$ cat src/rtl/reg_file_sb.sv
// Register file with two combinational read ports, one write port and a
// pending-write scoreboard (one busy bit per register plus a live count).
module reg_file_sb #(
    parameter int XLEN     = 32,
    parameter int NREG     = 32,
    parameter int AW       = 5,
    parameter int BYPASS   = 1,
    parameter int ZERO_REG = 1
) (
    input  logic            clock,
    input  logic            reset_n,
    input  logic            stall,
    input  logic [AW-1:0]   ra1,
    input  logic [AW-1:0]   ra2,
    output logic [XLEN-1:0] rd1,
    output logic [XLEN-1:0] rd2,
    input  logic            we,
    input  logic [AW-1:0]   wa,
    input  logic [XLEN-1:0] wd,
    input  logic            issue_en,
    input  logic [AW-1:0]   issue_rd,
    output logic            busy1,
    output logic            busy2,
    output logic [AW:0]     busy_cnt
);

    logic [XLEN-1:0] regs [NREG];
    logic [NREG-1:0] busy;
    logic [NREG-1:0] busy_nxt;
    logic [AW:0]     cnt_nxt;
    logic            wr_acc;
    logic            set_acc;
    logic            cnt_inc;
    logic            cnt_dec;

    // Out-of-range addresses and a hardwired register 0 are neither
    // stored to, scoreboarded, nor readable (they read as zero).
    function automatic logic writable(input logic [AW-1:0] a);
        return (int'(a) < NREG) && !((ZERO_REG != 0) && (a == '0));
    endfunction

    // Gating with reset_n keeps the bypass path quiet while in reset.
    assign wr_acc  = reset_n & we & ~stall & writable(wa);
    assign set_acc = issue_en & ~stall & writable(issue_rd);

    // NOTE: every combinational output gets a default first so no path
    // through the block leaves it unassigned and infers a latch.
    always_comb begin
        rd1   = '0;
        rd2   = '0;
        busy1 = 1'b0;
        busy2 = 1'b0;
        if (writable(ra1)) begin
            if ((BYPASS != 0) && wr_acc && (wa == ra1)) begin
                rd1 = wd;
            end else begin
                rd1   = regs[ra1];
                busy1 = busy[ra1];
            end
        end
        if (writable(ra2)) begin
            if ((BYPASS != 0) && wr_acc && (wa == ra2)) begin
                rd2 = wd;
            end else begin
                rd2   = regs[ra2];
                busy2 = busy[ra2];
            end
        end
    end

    // Set is applied after clear so a same-register collision ends busy.
    always_comb begin
        busy_nxt = busy;
        if (wr_acc) begin
            busy_nxt[wa] = 1'b0;
        end
        if (set_acc) begin
            busy_nxt[issue_rd] = 1'b1;
        end
    end

    assign cnt_inc = set_acc && !busy[issue_rd];
    assign cnt_dec = wr_acc && busy[wa] && !(set_acc && (issue_rd == wa));
    assign cnt_nxt = busy_cnt + {{AW{1'b0}}, cnt_inc} - {{AW{1'b0}}, cnt_dec};

    // NOTE: the register array is cleared by reset because the contract
    // guarantees zero reads right after reset; this costs a reset net per
    // flop and rules out mapping the array onto a RAM macro.
    always_ff @(posedge clock or negedge reset_n) begin
        if (!reset_n) begin
            for (int i = 0; i < NREG; i++) begin
                regs[i] <= '0;
            end
            busy     <= '0;
            busy_cnt <= '0;
        end else if (!stall) begin
            if (wr_acc) begin
                regs[wa] <= wd;
            end
            busy     <= busy_nxt;
            busy_cnt <= cnt_nxt;
        end
    end

endmodule

$ cat config.mk
export PLATFORM = sky130hd
export DESIGN_NAME = reg_file_sb
export DESIGN_NICKNAME = d
export VERILOG_FILES = /design/src/rtl/reg_file_sb.sv
export SDC_FILE = /design/constraint.sdc
export NUM_CORES = 2
export LEC_CHECK = 0
export CORE_ASPECT_RATIO = 0.5
export CORE_UTILIZATION = 50
export CTS_BUF_LIST = sky130_fd_sc_hd__clkbuf_8
export DETAILED_ROUTE_END_ITERATION = 6
export GPL_TIMING_DRIVEN = 1
export MAX_ROUTING_LAYER = met4
export PLACE_DENSITY = 0.69
export RECOVER_POWER = 100
export SLEW_MARGIN = 20
export SYNTH_ARGS = -nofsm -noshare
export SYNTH_HDL_FRONTEND = slang
export SYNTH_SLANG_ARGS = --single-unit
$ cat constraint.sdc
create_clock -name clock -period 5.7 [get_ports clock]
set_clock_uncertainty 0.05 [all_clocks]
set_input_delay 0.855 -clock clock [delete_from_list [all_inputs] [get_ports clock]]
set_output_delay 0.855 -clock clock [all_outputs]
set_load 0.01 [all_outputs]
==> reports/metrics.yaml <==
run_status:
  violations: "DRC, capacitance limit, slew limit, setup timing"
  outcome: "finished, violations left"
power_and_ir_drop:
  powerDensity_nw_per_um2: 283
  power_leakage_uw: 0.0288
  total_power_uw: 17900
  comb_power_share_pct: 16.1
  p_int_uw: 12800
  p_sw_share_pct: 28.6
  irDropWorstVdd_uv: 151
  clockPowerShare_pct: 35.5
  p_switching_uw: 5120
  power_frac_seq_pct: 48.4
cts:
  root_buffer: "clkbuf_8"
  cts_resized: 0
  cts.clk_slew.worst_paths_ns: 0.06
  cts_tree: "done"
  clock_latency_ns: 0.90
  h-tree-depth: 4
  holdBufCountCts: 1
  clock-sinks: 1062
  cts_setup_buffers: 0
  clock_path_buffers: 3
  cts_inserted_buffers: 158
synth:
  syn-num-nets: 4079
  synth-edff-count: 0
  synth_simple_gate_area_share_pct: 2.56
  ys_warn_count: 0
  syn_area_per_cell_sq_um: 14.5
  ys_top_cells_by_count: "1062 x dfrtp_1, 989 x mux2_2, 461 x mux4_2"
  ys_ff_latch: 1062
  synth_compound_area_share_pct: 6.12
  synth_xor_xnor_area_share_pct: 0.286
  syn_area_sq_um: 58200
  synth_top_family_by_area: "multiplexers"
  yosysMostFrequentCell: "dfrtp_1"
  synthAdderAreaFrac_pct: 0.163
  yosysTopAreaCell: "dfrtp_1"
  synthArstFlopShare_pct: 100
  synth_cell_types: 60
  syn_inst: 4015
  synth-main-ff-cell: "dfrtp_1"
  synth_area_leaders: "dfrtp_1 46%, mux2_2 19%, mux4_2 18%"
  synth_mux_area_share_pct: 40.9
  yosysTopAreaCellShare_pct: 45.7
  ys_seq_area_share_pct: 45.7
grt:
  overflow: 0
  grt_max_degree: 164
  grt_first_pass_wirelength_um: 282000
  grt_usage_pct: 34.0
  grt_pass1_vias: 41000
  antenna_found_initial: 11
timing:
  layout_setup_ws_ns: -0.00231
  final-hold-violation-count: 0
  tightest_slew_ns: 3.88
  drv_slew: 1440
  slew_headroom_pct: -159
  finalCritPeriodShare_pct: 100
  fin_crit_ns: 5.70
  finalSetupViolCount: 3
  timing.hold.ws_ns: 0.348
  fmax_mhz: 175
  rsz0062_at_grt: "false"
floorplanning:
  dieArea_sq_um: 118000
  die_h_um: 243
  fp.coreArea_sq_um: 115000
  pin_count: 129
  start_util_pct: 50.5
  fp.dieW_um: 484
  rows: 88
cells_and_area:
  syn_to_final_growth_pct: 9.15
  drive_above_1_share_pct: 44.7
  nets: 4075
  final_core_util_pct: 55.1
  final_area_sq_um: 63500
routing:
  drt-total-wl_um: 193000
  dr_total_vias: 39500
  drt-wirelength-per-cell_um: 34.0
  drc_errors: 1
  dr.pass1.iters: 7
  postRouteAntennaNets: 0
  drtIter0Drc: 4471
  avgViaCountPerCell: 6.97
placed_design:
  dp_hpwl_um: 116000
  gp_congestion: 0.901
  portBuffers: 128
  placed_area_sq_um: 60900
  pre_cts_ws_ns: 0.408
setup_path:
  critPathRequiredTime_ns: 6.41
  startpoint_type: "primary input"
  rrSetupSlack_ns: 2.35
  endpoint: "regs[225]$_DFFE_PN0P_"
  cp.arrival_ns: 6.42
  cp_num_buf_inv: 3
  cpPeakStageDelay_ns: 2.12
  critical_path.top_delay_family: "buffers and inverters"
  r2r_end: "busy_cnt[4]$_DFFE_PN0N_"
  timing.rr.start: "busy[23]$_DFFE_PN0N_"
  worst-path-max-fanout: 21
  critPathMostFrequentCell: "clkbuf_1"
  cp-end-kind: "flip-flop"
  slowest_stage: "clkbuf_1"
  crit_type: "primary input to flip-flop"
  rr_worst_depth: 14
  cp_cell_sequence: "dlygate4sd3_1 -> clkbuf_1 -> and3b_1 -> and2_0 -> and3_1 -> clkbuf_1 -> mux2_2"
  cp.depth: 7
  crit_path_start: "stall"
job:
  maxCapViolCount: 51
hold_path:
  hp-class: "flip-flop to flip-flop"
## worst min path at each step
stage / from / end / depth (start not counted)
2_1_floorplan: regs[1000]$_DFFE_PN0P_ / regs[1000]$_DFFE_PN0P_ / 1
3_3_place_gp: regs[995]$_DFFE_PN0P_ / regs[995]$_DFFE_PN0P_ / 0
3_5_place_dp: regs[1001]$_DFFE_PN0P_ / regs[1001]$_DFFE_PN0P_ / 0
4_1_cts: regs[992]$_DFFE_PN0P_ / regs[992]$_DFFE_PN0P_ / 0
5_1_grt: regs[1007]$_DFFE_PN0P_ / regs[1007]$_DFFE_PN0P_ / 0
6_report: regs[996]$_DFFE_PN0P_ / regs[996]$_DFFE_PN0P_ / 0
## cells by family after synthesis
kind of cell	count (synthesis)
flip-flops	1062
buffers and inverters	496
adder cells (fa/ha/maj)	7
AO/OA/AOI/OAI	460
AND/OR/NAND/NOR	297
XOR/XNOR	19
multiplexers	1674
## sequential cells by signal (all words and copies together), names as in the netlist
| register | flops |
|---|---|
| busy_cnt | 6 |
| regs | 1024 |
| busy | 32 |
## layout by cell type (no fill, tap or decap), drive strengths merged, types with 6 or more instances in the layout
master and count:
a211o 30, a211oi 65, a21o 33, a21oi 8
a22o 75, a22oi 34, buf 129, clkbuf 250
clkdlybuf4s50 60, clkinv 18, clkinvlp 8, dfrtp 1062
diode 9, dlygate4sd3 55, ha 6, inv 88
mux2 995, mux2i 218, mux4 461, nand2 122
nand2b 8, nand3 48, nand3b 7, nor2 56
nor2b 13, nor3 15, nor4 6, o2111a 28
o21ai 17, o221ai 33, o22ai 96, o31ai 32
xnor2 6, xor2 13
## power groups by stage
stage          registers (uW)  logic, uW  clock network (uW)
2_1_floorplan            8630       1990                   0
3_3_place_gp             8730       2850                   0
3_5_place_dp             8790       2900                   0
4_1_cts                  8660       2920                6440
5_1_grt                  8760       3070                6750
6_report                 8680       2890                6370
## area by class of cell
class	count	area [sq um]
flip-flops and latches	1062	26600
fillers	9323	51800
multi-input cells	2457	29100
clock inverters	85	462
well taps	1530	1910
inverters	31	116
repair buffers	301	2670
diodes	9	22.5
clock buffers	193	2660
## per-stage QoR
| step | cells | setup TNS [ns] |
|---|---|---|
| 6_report | 5668 | -0.00571 |
| 3_3_place_gp | 5380 | 0 |
| 5_1_grt | 5665 | 0 |
| 3_5_place_dp | 5380 | 0 |
| 4_1_cts | 5659 | 0 |
| 2_1_floorplan | 4015 | 0 |
## per-layer routing
metal,part of all wire (%),vias to the layer above,track usage (%)
met5,0,-,-
met4,5.2,0,17.5
met3,9.9,523,7.14
met2,45,2290,48.7
met1,40,21200,45.7
li1,-,15500,-
Power figures use the tool's default switching activity.
